**src/rtl/alu_decode_issue.sv**
```systemverilog
// Decode/issue stage for RV64IM: decodes one instruction, normalizes func3/func7 for the ALU,
// tracks in-flight destinations in a busy scoreboard and holds a single registered issue slot.
module alu_decode_issue #(
  parameter int unsigned DATA_WIDTH      = 64,
  parameter int unsigned INSTR_WIDTH     = 32,
  parameter int unsigned ALU_OP_WIDTH    = 7,
  parameter int unsigned ALU_FUNC3_WIDTH = 3,
  parameter int unsigned ALU_FUNC7_WIDTH = 7,
  parameter int unsigned NUM_REGS        = 32
) (
  input  logic                       clk,
  input  logic                       reset,
  input  logic                       flush,
  input  logic                       in_valid,
  output logic                       in_ready,
  input  logic [INSTR_WIDTH-1:0]     in_instr,
  input  logic [DATA_WIDTH-1:0]      in_pc,
  output logic [4:0]                 rs1_addr,
  output logic [4:0]                 rs2_addr,
  input  logic [DATA_WIDTH-1:0]      rs1_data,
  input  logic [DATA_WIDTH-1:0]      rs2_data,
  output logic                       out_valid,
  input  logic                       out_ready,
  output logic [ALU_OP_WIDTH-1:0]    alu_op,
  output logic [ALU_FUNC3_WIDTH-1:0] func3,
  output logic [ALU_FUNC7_WIDTH-1:0] func7,
  output logic [DATA_WIDTH-1:0]      data1,
  output logic [DATA_WIDTH-1:0]      data2,
  output logic [DATA_WIDTH-1:0]      out_imm,
  output logic [DATA_WIDTH-1:0]      out_pc,
  output logic [DATA_WIDTH-1:0]      out_store,
  output logic [4:0]                 out_rd,
  output logic                       out_rd_we,
  output logic                       illegal,
  input  logic                       wb_valid,
  input  logic [4:0]                 wb_rd
);

  localparam logic [6:0] OP_R     = 7'b0110011;
  localparam logic [6:0] OP_R32   = 7'b0111011;
  localparam logic [6:0] OP_I     = 7'b0010011;
  localparam logic [6:0] OP_I32   = 7'b0011011;
  localparam logic [6:0] OP_LOAD  = 7'b0000011;
  localparam logic [6:0] OP_STORE = 7'b0100011;
  localparam logic [6:0] OP_BR    = 7'b1100011;
  localparam logic [6:0] OP_LUI   = 7'b0110111;
  localparam logic [6:0] OP_AUIPC = 7'b0010111;
  localparam logic [6:0] OP_JAL   = 7'b1101111;
  localparam logic [6:0] OP_JALR  = 7'b1100111;

  typedef struct packed {
    logic                       valid;
    logic [ALU_OP_WIDTH-1:0]    op;
    logic [ALU_FUNC3_WIDTH-1:0] f3;
    logic [ALU_FUNC7_WIDTH-1:0] f7;
    logic [DATA_WIDTH-1:0]      d1;
    logic [DATA_WIDTH-1:0]      d2;
    logic [DATA_WIDTH-1:0]      imm;
    logic [DATA_WIDTH-1:0]      pc;
    logic [DATA_WIDTH-1:0]      st;
    logic [4:0]                 rd;
    logic                       rd_we;
    logic                       ill;
  } slot_t;

  slot_t                 r_slot;
  logic [NUM_REGS-1:0]   r_busy;

  slot_t                 w_dec;
  logic [NUM_REGS-1:0]   w_busy_nxt;
  logic [6:0]            w_opcode;
  logic [2:0]            w_f3;
  logic [6:0]            w_f7;
  logic [4:0]            w_rd;
  logic                  w_rs1_used;
  logic                  w_rs2_used;
  logic                  w_writes;
  logic                  w_ill;
  logic                  w_hazard;
  logic                  w_accept;
  logic [DATA_WIDTH-1:0] w_imm_i;
  logic [DATA_WIDTH-1:0] w_imm_s;
  logic [DATA_WIDTH-1:0] w_imm_b;
  logic [DATA_WIDTH-1:0] w_imm_u;
  logic [DATA_WIDTH-1:0] w_imm_j;
  logic [DATA_WIDTH-1:0] w_shamt6;
  logic [DATA_WIDTH-1:0] w_shamt5;

  assign w_opcode = in_instr[6:0];
  assign w_f3     = in_instr[14:12];
  assign w_f7     = in_instr[31:25];
  assign w_rd     = in_instr[11:7];
  assign rs1_addr = in_instr[19:15];
  assign rs2_addr = in_instr[24:20];

  assign w_imm_i  = {{(DATA_WIDTH-12){in_instr[31]}}, in_instr[31:20]};
  assign w_imm_s  = {{(DATA_WIDTH-12){in_instr[31]}}, in_instr[31:25], in_instr[11:7]};
  assign w_imm_b  = {{(DATA_WIDTH-13){in_instr[31]}}, in_instr[31], in_instr[7],
                     in_instr[30:25], in_instr[11:8], 1'b0};
  assign w_imm_u  = {{(DATA_WIDTH-32){in_instr[31]}}, in_instr[31:12], 12'b0};
  assign w_imm_j  = {{(DATA_WIDTH-21){in_instr[31]}}, in_instr[31], in_instr[19:12],
                     in_instr[20], in_instr[30:21], 1'b0};
  assign w_shamt6 = {{(DATA_WIDTH-6){1'b0}}, in_instr[25:20]};
  assign w_shamt5 = {{(DATA_WIDTH-5){1'b0}}, in_instr[24:20]};

  // Decode and operand selection into a candidate slot
  always_comb begin
    w_dec       = '0;
    w_rs1_used  = 1'b0;
    w_rs2_used  = 1'b0;
    w_writes    = 1'b0;
    w_ill       = 1'b0;
    w_dec.valid = 1'b1;
    w_dec.op    = ALU_OP_WIDTH'(w_opcode);
    w_dec.f3    = ALU_FUNC3_WIDTH'(w_f3);
    w_dec.d1    = rs1_data;
    w_dec.d2    = rs2_data;
    w_dec.pc    = in_pc;
    w_dec.st    = rs2_data;
    w_dec.rd    = w_rd;
    case (w_opcode)
      OP_R, OP_R32: begin
        w_rs1_used = 1'b1;
        w_rs2_used = 1'b1;
        w_writes   = 1'b1;
        w_dec.f7   = ALU_FUNC7_WIDTH'(w_f7);
        if (w_f7 != 7'h00 && w_f7 != 7'h20 && w_f7 != 7'h01) w_ill = 1'b1;
        if (w_opcode == OP_R32 && (w_f3 == 3'd2 || w_f3 == 3'd3)) w_ill = 1'b1;
      end
      OP_I, OP_I32: begin
        w_rs1_used = 1'b1;
        w_writes   = 1'b1;
        w_dec.d2   = w_imm_i;
        w_dec.imm  = w_imm_i;
        // Shifts: shamt[5] folded out of func7, operand is the raw shift amount
        if (w_f3 == 3'd1 || w_f3 == 3'd5) begin
          w_dec.f7 = ALU_FUNC7_WIDTH'({in_instr[31:26], 1'b0});
          w_dec.d2 = (w_opcode == OP_I) ? w_shamt6 : w_shamt5;
          if (w_opcode == OP_I32 && in_instr[25]) w_ill = 1'b1;
        end
        if (w_opcode == OP_I32 && (w_f3 == 3'd2 || w_f3 == 3'd3)) w_ill = 1'b1;
      end
      OP_LOAD: begin
        w_rs1_used = 1'b1;
        w_writes   = 1'b1;
        w_dec.d2   = w_imm_i;
        w_dec.imm  = w_imm_i;
      end
      OP_STORE: begin
        w_rs1_used = 1'b1;
        w_rs2_used = 1'b1;
        w_dec.d2   = w_imm_s;
        w_dec.imm  = w_imm_s;
      end
      OP_BR: begin
        w_rs1_used = 1'b1;
        w_rs2_used = 1'b1;
        w_dec.imm  = w_imm_b;
        if (w_f3 == 3'd2 || w_f3 == 3'd3) w_ill = 1'b1;
      end
      OP_LUI: begin
        w_writes  = 1'b1;
        w_dec.f3  = '0;
        w_dec.d1  = '0;
        w_dec.d2  = w_imm_u;
        w_dec.imm = w_imm_u;
      end
      OP_AUIPC: begin
        w_writes  = 1'b1;
        w_dec.f3  = '0;
        w_dec.d1  = in_pc;
        w_dec.d2  = w_imm_u;
        w_dec.imm = w_imm_u;
      end
      OP_JAL: begin
        w_writes  = 1'b1;
        w_dec.f3  = '0;
        w_dec.d1  = in_pc;
        w_dec.d2  = w_imm_j;
        w_dec.imm = w_imm_j;
      end
      OP_JALR: begin
        w_rs1_used = 1'b1;
        w_writes   = 1'b1;
        w_dec.d1   = in_pc;
        w_dec.d2   = w_imm_i;
        w_dec.imm  = w_imm_i;
      end
      default: w_ill = 1'b1;
    endcase
    w_dec.ill   = w_ill;
    w_dec.rd_we = w_writes && !w_ill && (w_rd != 5'd0);
  end

  // Hazard check against registered busy bits only
  assign w_hazard = in_valid && ((w_rs1_used && r_busy[rs1_addr]) ||
                                 (w_rs2_used && r_busy[rs2_addr]) ||
                                 (w_dec.rd_we && r_busy[w_rd]));
  assign in_ready = !reset && !flush && (!r_slot.valid || out_ready) && !w_hazard;
  assign w_accept = in_valid && in_ready;

  // Scoreboard update: clears first, a new issue to the same index wins
  always_comb begin
    w_busy_nxt = r_busy;
    if (wb_valid) w_busy_nxt[wb_rd] = 1'b0;
    if (flush && r_slot.valid && r_slot.rd_we) w_busy_nxt[r_slot.rd] = 1'b0;
    if (w_accept && w_dec.rd_we) w_busy_nxt[w_rd] = 1'b1;
    w_busy_nxt[0] = 1'b0;
  end

  always_ff @(posedge clk) begin
    if (reset) begin
      r_busy <= '0;
      r_slot <= '0;
    end else begin
      r_busy <= w_busy_nxt;
      if (flush)          r_slot.valid <= 1'b0;
      else if (w_accept)  r_slot       <= w_dec;
      else if (out_ready) r_slot.valid <= 1'b0;
    end
  end

  assign out_valid = r_slot.valid;
  assign alu_op    = r_slot.op;
  assign func3     = r_slot.f3;
  assign func7     = r_slot.f7;
  assign data1     = r_slot.d1;
  assign data2     = r_slot.d2;
  assign out_imm   = r_slot.imm;
  assign out_pc    = r_slot.pc;
  assign out_store = r_slot.st;
  assign out_rd    = r_slot.rd;
  assign out_rd_we = r_slot.rd_we;
  assign illegal   = r_slot.ill;

endmodule

```
**config.mk**
```make
export PLATFORM = sky130hd
export DESIGN_NAME = alu_decode_issue
export DESIGN_NICKNAME = d
export VERILOG_FILES = /design/src/rtl/alu_decode_issue.sv
export SDC_FILE = /design/constraint.sdc
export NUM_CORES = 1
export LEC_CHECK = 0
export BUFFER_PORTS_ARGS = -buffer_cell sky130_fd_sc_hd__buf_2
export CORE_AREA = 2 2 231 233
export DETAILED_ROUTE_END_ITERATION = 16
export DIE_AREA = 0 0 233 235
export HOLD_SLACK_MARGIN = 0.08
export PLACE_DENSITY_LB_ADDON = 0.3
export SLEW_MARGIN = 10
export SYNTH_ARGS = -nofsm -noshare
export SYNTH_HDL_FRONTEND = slang
export SYNTH_SLANG_ARGS = --single-unit
```
**constraint.sdc**
```tcl
create_clock -name clk -period 2.94 [get_ports clk]
set_input_delay 0.147 -clock clk [delete_from_list [all_inputs] [get_ports clk]]
set_output_delay 0.147 -clock clk [all_outputs]
set_load 0.005 [all_outputs]
```
# Yosys cells after proc, flatten, opt, wreduce, memory -nomap -nowiden
# Index checks and enable logic that the tools add are counted.
word_totals:
  regBits: 377
  input_bits: 235
  out_inout_bits: 356
classes:
  n_lt_le_gt_ge: 8
  eq_ne: 17
  muxes: 35
  n_bitwise: 6
  reduce_logical: 47
op_table:
  columns: ["cell", "n"]
  rows:
  - ["one-hot mux 64 bit (5 select lines)", 2]
  - ["one-hot mux 64 bit (2 select lines)", 1]
  - ["two-way mux 32 bit", 3]
  - ["bitwise AND 32 bit", 2]
  - ["two-way mux 64 bit", 1]
  - ["inverter 32 bit", 2]
  - ["bitwise OR 32 bit", 1]
  - ["< comparator 5 x 6 -> 1 bit, second input constant", 5]
  - ["equality test 7 x 6 -> 1 bit, second input constant", 4]
  - ["equality test 7 x 5 -> 1 bit, second input constant", 3]
  - ["equality test 7 bit, second input constant", 3]
  - ["logical AND 1 bit", 21]
  - ["two-way mux 1 bit", 17]
  - ["binary-select mux 1 bit (select 5 bit)", 3]
  - ["demux 1 bit (select 5 bit)", 3]
  - ["greater-or-equal comparator 5 x 1 -> 1 bit, second input constant", 3]
  - ["one-hot mux 7 bit (2 select lines)", 1]
  - ["OR reduction 2 bit", 5]
  - ["OR reduction 9 bit", 1]
  - ["OR reduction 4 bit", 2]
  - ["OR reduction 8 bit", 1]
  - ["equality test 7 x 2 -> 1 bit, second input constant", 1]
  - ["two-way mux 7 bit", 1]
  - ["!= test 7 x 1 -> 1 bit, second input constant", 1]
  - ["16 further kinds", 26]

# Depth between registers and ports, before layout
# Gate-level depths: netlist (run 1).
depth:
  word_depth: 17
  mapped_depth: 11
  depth_no_buf: 6

# Worst setup path after synthesis (run 1)
# Ideal clock, no wire load.
synth_timing:
  path_kind: "input-to-reg"
  startpoint: "in in_instr[21]"
  endpoint: "reg r_slot (netlist bit data2[16])"
  setup_time_ps: 87
  arrival_time_ps: 2575
  required_ps: 2853
  setup_slack_ps: 278
  path_stages: 10
  cell_sequence: "buf_2 -> mux4_2 -> mux2_2 -> or3_1 -> o2111a_1 -> a2111o_1 -> buf_2 -> buf_2 -> buf_6 -> a221oi_2"
synth_via:
  elab_chain_cells: 10
synth_lines:
  columns: ["element", "line_no", "rtl"]
  rows:
  - ["start: declaration", "16", "input logic [INSTR_WIDTH-1:0] in_instr,"]
  - ["binary-select mux 1 bit (select 5 bit)", "197", "(w_rs2_used && r_busy[rs2_addr]) ||"]
  - ["two-way mux 1 bit (implied by the code)", "197", null]
  - ["logical AND 1 bit", "197", null]
  - ["logical OR 1 bit", "196", "assign w_hazard = in_valid && ((w_rs1_used && r_busy[rs1_addr]) ||"]
  - ["logical OR 1 bit", "197", null]
  - ["logical AND 1 bit", "196", null]
  - ["zero test 1 bit", "199", "assign in_ready = !reset && !flush && (!r_slot.valid || out_ready) && !w_hazard;"]
  - ["logical AND 1 bit", "199", null]
  - ["logical AND 1 bit", "200", "assign w_accept = in_valid && in_ready;"]
  - ["AND reduction 2 bit (no source line)", null, null]
  - ["end signal: assignment", "218", "else if (w_accept) r_slot <= w_dec;"]
  - ["end: declaration", "66", "slot_t r_slot;"]
# Every way passes these cells. The select of a mux whose other input is x is not followed.
# A chain may end at the register's enable or synchronous reset.

# Final worst setup path (run 1)
layout_timing:
  startpoint: "reg r_busy[19]"
  endpoint: "reg r_slot (netlist bit out_store[7])"
layout_via:
  elab_chain_cells: 10
  word_cells_on_any_way: 16
  classes_between: "mux: 6; reduce/logical: 10"
layout_lines:
  columns: ["element", "line_no", "rtl"]
  rows:
  - ["start: declaration", "67", "logic [NUM_REGS-1:0] r_busy;"]
  - ["start signal: assignment", "216", "r_busy <= w_busy_nxt;"]
  - ["binary-select mux 1 bit (select 5 bit), on equally long branches", "196, 197", null]
  - ["two-way mux 1 bit, on equally long branches", "196, 197", null]
  - ["logical AND 1 bit, on equally long branches", "196, 197", null]
  - ["logical OR 1 bit", "196", null]
  - ["logical OR 1 bit *", "197", null]
  - ["logical AND 1 bit *", "196", null]
  - ["zero test 1 bit *", "199", null]
  - ["logical AND 1 bit *", "199", null]
  - ["logical AND 1 bit *", "200", null]
  - ["AND reduction 2 bit (no source line) *", null, null]
# Every way passes the cells marked *; elsewhere a longest branch is shown, timed or not. The select of a mux whose other input is x is not followed.

==> results of run 1 <==
## metal layers
| metal | vias to the layer above | share of wire (%) | track usage, % |
|---|---|---|---|
| met5 | - | 0.062 | 0 |
| met4 | 6 | 3.8 | 9.57 |
| met3 | 174 | 9.0 | 5.81 |
| met2 | 824 | 48 | 37.7 |
| met1 | 7639 | 39 | 26.2 |
| li1 | 7327 | - | - |
## worst max-delay path by stage
stage                     slack, ns  cells after the start                         end
after floorplan                0.28                     10      data2[16]$_SDFFE_PP0P_
after global placement         0.02                      9  out_store[60]$_SDFFE_PP0P_
after detailed placement     -0.004                      9       r_busy[29]$_SDFF_PP0_
after CTS                     0.006                      8        r_busy[7]$_SDFF_PP0_
after global routing          0.003                      8                    in_ready
final                          0.06                      8   out_store[7]$_SDFFE_PP0P_
## area by class of cell
type	instances	area, um2
fill	4911	28800
multi-input combinational	1095	8530
sequential	344	6890
timing repair buffer	867	5770
clock buffer	60	1170
tap	688	861
clock inverter	12	131
inverter	27	106
antenna	4	10.0
## flip-flops by register name, summed over array words and instances, names as in the netlist
name and flops:
out_store 64, out_pc 64, out_imm 32, out_rd 5, data2 64, out_valid 1
func3 3, data1 64, alu_op 7, out_rd_we 1, illegal 1, r_busy 31
func7 7
## cell families (layout without fill, tap and decap cells)
| group | after synthesis | count (layout) |
|---|---|---|
| simple gates | 478 | 478 |
| buf+inv | 202 | 966 |
| other cells | 0 | 4 |
| compound gates | 285 | 285 |
| flops | 344 | 344 |
| mux | 332 | 332 |
## worst max-delay path, stage by stage (launching register included)
cell	delay, ns
sky130_fd_sc_hd__dfxtp_2	0.34
sky130_fd_sc_hd__mux4_2	0.46
sky130_fd_sc_hd__mux2_4	0.28
sky130_fd_sc_hd__or3_1	0.31
sky130_fd_sc_hd__o2111a_1	0.16
sky130_fd_sc_hd__a2111o_2	0.42
sky130_fd_sc_hd__buf_12	0.20
sky130_fd_sc_hd__buf_12	0.21
sky130_fd_sc_hd__mux2_2	0.31
## power groups by stage
stage / clock network [W] / registers [W] / logic [W]
after floorplan: 0 / 0.00512 / 0.000684
after global placement: 0 / 0.00511 / 0.00141
after detailed placement: 0 / 0.00511 / 0.00142
after CTS: 0.00511 / 0.00501 / 0.00166
after global routing: 0.00529 / 0.00504 / 0.00181
final: 0.00500 / 0.00502 / 0.00169
## metrics by stage
step	power, W	setup slack [ns]	TNS, ns	hold slack, ns
after CTS	0.0118	0.00621	0	0.0863
after detailed placement	0.00654	-0.00395	-0.0104	0.368
after global placement	0.00652	0.0160	0	0.366
after global routing	0.0121	0.00274	0	0.132
after floorplan	0.00580	0.278	0	0.225
final	0.0117	0.0620	0	0.150
## cells in the final DEF (no fill, tap or decap), types with 42 or more instances in the layout
cell type,count
sky130_fd_sc_hd__buf_2,587
sky130_fd_sc_hd__nor2b_1,160
sky130_fd_sc_hd__clkbuf_16,42
sky130_fd_sc_hd__mux2_2,151
sky130_fd_sc_hd__a22oi_1,76
sky130_fd_sc_hd__a21oi_1,58
sky130_fd_sc_hd__mux2i_1,166
sky130_fd_sc_hd__dfxtp_1,339
sky130_fd_sc_hd__dlygate4sd3_1,220
sky130_fd_sc_hd__nand2_1,189
## what timing repair did
item	CTS	global route
gates resized for setup	6	25
setup endpoints to repair	6	87
cloned	0	1
pin swaps	1	2
hold endpoints to repair	286	0
hold buffers	220	0
setup buffers	1	0
==> results.md, run 1 <==
* Gp weighted congestion at about 0.89
* Instance area at placement at between 15000 and 20000 um2
* Req. time, crit path at ~3.4 ns
* Detailed-route wire length at 64.2 mm
* Run status: complete, no violations
* Basic-gate share of the synthesized area counting and, or, nand and nor cells at around 15%
* Hold_sp: wb_rd[2]
* Clock period minus final worst setup slack at between 2 and 3 ns
* Die ar. at 54800 um2
* Initial Util at a little under a third
* Final number of setup-violating endpoints at 0
* Antenna violations before repair at 8
* Crit path arrival time at about 3.3 ns
* RSZ-0062 raised after global routing: no
* Length of the first detailed-routing pass in iterations at 7
* Portion of synthesized cell area occupied by the leading cell type at a little over two fifths
* Synth cell types at 55
* Setup slack of the most critical reg-to-reg path at between 0.06 and 0.07 ns
* Layout cells sized above 1 at about 39%
* Crit path launch: r_busy[19]$_SDFF_PP0_
* Number of buffers created by CTS at ~40
* Final instance area at 23500 um2
* Number of enable flip-flop cells after synthesis at 0
* Syn Area/Cell at 9.86 um2
* Vias in the first global route at approximately 16000
* Final cell count without fillers at 3097
* Clock net sink count at 344
* Initial DRC Count at 1103
* Seq cells post-synth at ~340
* Vertical die dimension at roughly 240 um
* Post-synth design cell area at approximately 16000 um2
* Transition time at the pin with the least slew margin at a little over 0.9 ns
* Peak VDD IR at slightly above 0.4 mV
* Cell type with the largest total area after synthesis: sky130_fd_sc_hd__dfxtp_1
* Inst Count DP at 2799
* Cell count of the worst hold path at 4
* Static leakage at between 10 and 15 nW
* Share of async-settable or async-resettable flops after synthesis at 0%
* Fraction of the core area covered by cells at the end of the flow at between 40% and 50%
* Syn Nets at between 1500 and 2000
* Clock-pin slew on the worst setup and hold paths at 0.06 ns
* Sort of element at the start of the critical path: flip-flop
* Part of the Yosys area used for sequential elements at between 40% and 50%
* Worst r2r src: r_busy[19]$_SDFF_PP0_
* Total of warnings raised by yosys at 0
* Port buffer count at just under 600
* Post-synthesis adder-cell area fraction at 0%
* Endpoint of the most critical register-to-register path: out_store[7]$_SDFFE_PP0P_
* Worst Skew at 0.0312 ns
* Dominant cell by count in the synthesized netlist: sky130_fd_sc_hd__dfxtp_1
* Area growth, synth to finish at 45.1%
* Maximum clock insertion buffer count at 3
* Part of the total power dissipated in the clock network at ~43%
* Final net count at around 2600
* Tightest slew margin relative to the limit at between 30% and 40%
* Routed via count divided by cell count at slightly above 5
* Final Hold Viols at 0
* Xor-xnor portion of the synthesized cell area at 0%
* Net switching power at a little over 0.003 W
* Clock latency of the later-clocked register in the worst-skew pair at 0.56 ns
* Relative contribution of combinational cells to total power at approximately 14%
* Ys flop type: sky130_fd_sc_hd__dfxtp_1
* Top post-synthesis cells by area: sky130_fd_sc_hd__dfxtp_1 43%, sky130_fd_sc_hd__mux2_2 11%, sky130_fd_sc_hd__mux2i_1 10%, sky130_fd_sc_hd__nor2b_1 6.2%, sky130_fd_sc_hd__nand2_1 4.4%
* Register share of total power at roughly 43%
* Largest net degree at the start of global routing at between 150 and 200
* CP endpoint kind: flip-flop
* First-pass GRT wire length at 94.7 mm
* Remaining global-route overflow at 0
* Core Box Area at roughly 52000 um2
* Share of the synthesized area in compound gates (AO/OA/AOI/OAI) at a little over an eighth
* Max frequency at around 350 MHz
* Pwr/cell area at about 500 nW/um2
* Share of synthesized area spent on multiplexers at 22.8%
* CTS tree: yes
* Antenna Violating Nets Remaining at 0
* Horiz. Die Dim at 233 um
* Mapped Cells at approximately 1600
* Type of the worst setup path: flip-flop to flip-flop
* Via total after detailed routing at around 16000
* Root buffer cell: sky130_fd_sc_hd__clkbuf_16
* Overall Global Routing Usage at 22.2%
* Number of violations of the max-capacitance limit at 0
* List of most frequent post-synthesis cells: 344 x sky130_fd_sc_hd__dfxtp_1, 189 x sky130_fd_sc_hd__nand2_1, 166 x sky130_fd_sc_hd__mux2i_1
* Period Utilization, post-route at around 100%
* Worst reg-to-reg path cell count at 8
* Average wire per cell in the routed design at roughly 21 um
* Final max-slew violation count at 0
* Detail Placement HPWL at about 44 mm
* Number of primary I/O pins at between 500 and 600
* # H-tree levels at 2
* Worst min path class: primary input to flip-flop
* Drt drc at 0
* Internal cell power at a little under 0.009 W
* Crit path max fanout at between 40 and 50
* Std cell rows at 84
* Switching Fraction at between 20% and 30%
* Combinational family with the most area after synthesis: multiplexers
* End point of the most critical hold path: r_busy[4]$_SDFF_PP0_
Power figures use the tool's default switching activity.
==> run 2: changes to the inputs <==
--- a/config.mk
+++ b/config.mk
@@ -10,7 +10,6 @@
 export DETAILED_ROUTE_END_ITERATION = 16
 export DIE_AREA = 0 0 233 235
 export HOLD_SLACK_MARGIN = 0.08
-export PLACE_DENSITY_LB_ADDON = 0.3
 export SLEW_MARGIN = 10
 export SYNTH_ARGS = -nofsm -noshare
 export SYNTH_HDL_FRONTEND = slang
==> run 2 against run 1 <==
Compared with the run above: critical path depth up 1; clock skew down 0.012 ns; flip-flop and latch count unchanged; utilization up 0.32 points; sequential share of layout area down 0.24 points; non-clock buffer count up 27; largest cell class unchanged.
==> results.md, run 2 (synthesized netlist as in run 1, its figures left out) <==
* Run status: complete, no violations
* Number of violations of the max-capacitance limit at 0 (unchanged)
* Pwr/cell area at 488 nW/um2 (-2.0%)
* Final instance area at 23600 um2 (+0.72%)
* Detail Placement HPWL at 44.9 mm (+0.84%)
* Drt drc at 0 (unchanged)
* Final number of setup-violating endpoints at 0 (unchanged)
* Sort of element at the start of the critical path: flip-flop
* Final Hold Viols at 0 (unchanged)
* Std cell rows at 84 (unchanged)
* Port buffer count at 590 (unchanged)
* Period Utilization, post-route at 99.2% (+1.3 points)
* Final cell count without fillers at 3121 (+0.77%)
* Clock net sink count at 344 (unchanged)
* Horiz. Die Dim at 233 um (unchanged)
* Peak VDD IR at 0.396 mV (-4.6%)
* Length of the first detailed-routing pass in iterations at 5 (-2)
* Req. time, crit path at 3.38 ns (about the same)
* Setup TNS after final layout at 0 ns (unchanged)
* Critical path cell sequence: mux4_2, mux2_4, or3_1, o2111a_1, a2111o_2, buf_4, clkbuf_16, buf_4, mux2_2
* Initial Util at 31.0% (unchanged)
* Overall Global Routing Usage at 22.5% (+0.27 points)
* Leading cell type in the layout, fill and taps excluded: sky130_fd_sc_hd__buf_2
* Core Box Area at 52200 um2 (unchanged)
* Static leakage at 11.5 nW (+0.83%)
* Detailed-route wire length at 64.5 mm (+0.45%)
* Place WS at -0.0323 ns (-0.0283 ns)
* Vertical die dimension at 235 um (unchanged)
* Average wire per cell in the routed design at 20.7 um (-0.32%)
* Clock period minus final worst setup slack at 2.92 ns (+0.0395 ns)
* Transition time at the pin with the least slew margin at 0.933 ns (-0.00165 ns)
* Gp weighted congestion at 0.878 (-1.7%)
* Instance area at placement at 19900 um2 (+0.99%)
* Inst Count DP at 2825 (+0.93%)
* Root buffer cell: sky130_fd_sc_hd__clkbuf_16
* Maximum clock insertion buffer count at 3 (unchanged)
* Layout cells sized above 1 at 40.0% (+0.51 points)
* Largest net degree at the start of global routing at 176 (unchanged)
* Final max-slew violation count at 0 (unchanged)
* CP endpoint kind: flip-flop
* Final net count at 2638 (+1.0%)
* Remaining global-route overflow at 0 (unchanged)
* Worst min path class: primary input to flip-flop
* Crit path arrival time at 3.36 ns (+0.05 ns)
* Area growth, synth to finish at 46.1%
* Max frequency at 343 MHz (-1.4%)
* Type of the worst setup path: flip-flop to flip-flop
* Highest-count cells in the layout ignoring fill and taps: 589 x sky130_fd_sc_hd__buf_2, 344 x sky130_fd_sc_hd__dfxtp_1, 218 x sky130_fd_sc_hd__dlygate4sd3_1, 189 x sky130_fd_sc_hd__nand2_1, 166 x sky130_fd_sc_hd__mux2i_1
* Initial DRC Count at 990 (-10%)
* First-pass GRT wire length at 95.6 mm (+0.96%)
* Vias in the first global route at 16300 (+1.6%)
* Number of primary I/O pins at 591 (unchanged)
* Via total after detailed routing at 16000 (+0.31%)
* Slack of the critical path at 0.0224 ns (-0.0395 ns)
* CTS tree: yes
* Clock-pin slew on the worst setup and hold paths at 0.06 ns (about the same)
* Most numerous cell on the critical path: sky130_fd_sc_hd__buf_4
* Number of buffers created by CTS at 41 (unchanged)
* RSZ-0062 raised after global routing: yes
* Worst stage delay on the critical path at 0.52 ns (+0.06 ns)
* Die ar. at 54800 um2 (unchanged)
* Clock latency of the later-clocked register in the worst-skew pair at 0.56 ns (about the same)
* Routed via count divided by cell count at 5.13 (-0.46%)
* Worst hold slack after final layout at 0.133 ns (-0.0170 ns)
* Antenna violations before repair at 5 (-3)
* Tightest slew margin relative to the limit at 37.8% (+0.11 points)
* Cell with the biggest individual delay on the critical path: sky130_fd_sc_hd__a2111o_2
* Crit path max fanout at 12 (-73%)
* Antenna Violating Nets Remaining at 0 (unchanged)
* Worst Skew at 0.0191 ns (-0.0122 ns)
* Number of fill cells in the layout at 4852 (-1.2%)
* # H-tree levels at 2 (unchanged)
## run 2: changes by cell type in the layout (fill, tap and decap cells not counted), sizes merged
cell | before | now
diode | 4 | 1
inv | 30 | 31
buf | 644 | 673
clkinvlp | 1 | 2
clkinv | 6 | 5
clkbuf | 63 | 64
bufinv | 2 | 0
dlygate4sd3 | 220 | 218
## run 2: metrics by stage
| stage | total power, W | util [%] |
|---|---|---|
| after floorplan | 0.00580 | - |
| after global placement | 0.00651 | 38.2 |
| after detailed placement | 0.00654 | 38.2 |
| after CTS | 0.0116 | 44.8 |
| after global routing | 0.0120 | 45.3 |
| final | 0.0115 | 45.3 |
## run 2: power breakdown
group          switching, W  leakage, nW  internal, W
clock network       0.00205        0.609      0.00276
registers          0.000124         2.81      0.00489
logic              0.000838         8.08     0.000873
total               0.00302         11.5      0.00853
## run 2: cell type report
class | count | area [um2] | area share, %
Antenna cell | 1 | 2.50 | 0.0106
Clock buffer | 61 | 1170 | 4.95
Clock inverter | 11 | 78.8 | 0.333
Inverter | 27 | 106 | 0.450
Multi-Input combinational cell | 1095 | 8510 | 36.0
Sequential cell | 344 | 6890 | 29.1
Tap cell | 688 | 861 | 3.64
Timing Repair Buffer | 894 | 6020 | 25.5
## run 2: worst max-delay path: cells and delay by family (launching register included)
family / cells / cell delay, ns
AO/OA/AOI/OAI: 2 / 0.68
buffers and inverters: 3 / 0.50
flip-flops: 1 / 0.31
multiplexers: 3 / 1.01
AND/OR/NAND/NOR: 1 / 0.31
## run 2: worst paths after layout
kind,start,to,slack (ns),cells after the start
setup / recovery,r_busy[23]$_SDFF_PP0_,out_imm[4]$_SDFFE_PP0P_,0.02,9
hold / removal,wb_rd[0],r_busy[4]$_SDFF_PP0_,0.13,4
setup reg to reg,r_busy[23]$_SDFF_PP0_,out_imm[4]$_SDFFE_PP0P_,0.02,9
hold reg to reg,data2[56]$_SDFFE_PP0P_,data2[56]$_SDFFE_PP0P_,0.46,2
## run 2: timing repair
item                                   CTS  global route
setup buffers                            0             1
setup endpoints to repair                0           111
endpoints found under the hold margin  292             0
gates resized for setup                  0            25
hold buffers                           218             0
## run 2: routing by layer
layer / track usage, % / part of all wire, % / vias to the layer above
met4: 11.0 / 4.6 / 6
li1: - / - / 7382
met3: 5.93 / 8.7 / 181
met5: 0 / 0.053 / -
met1: 26.3 / 39 / 7668
met2: 37.9 / 48 / 782
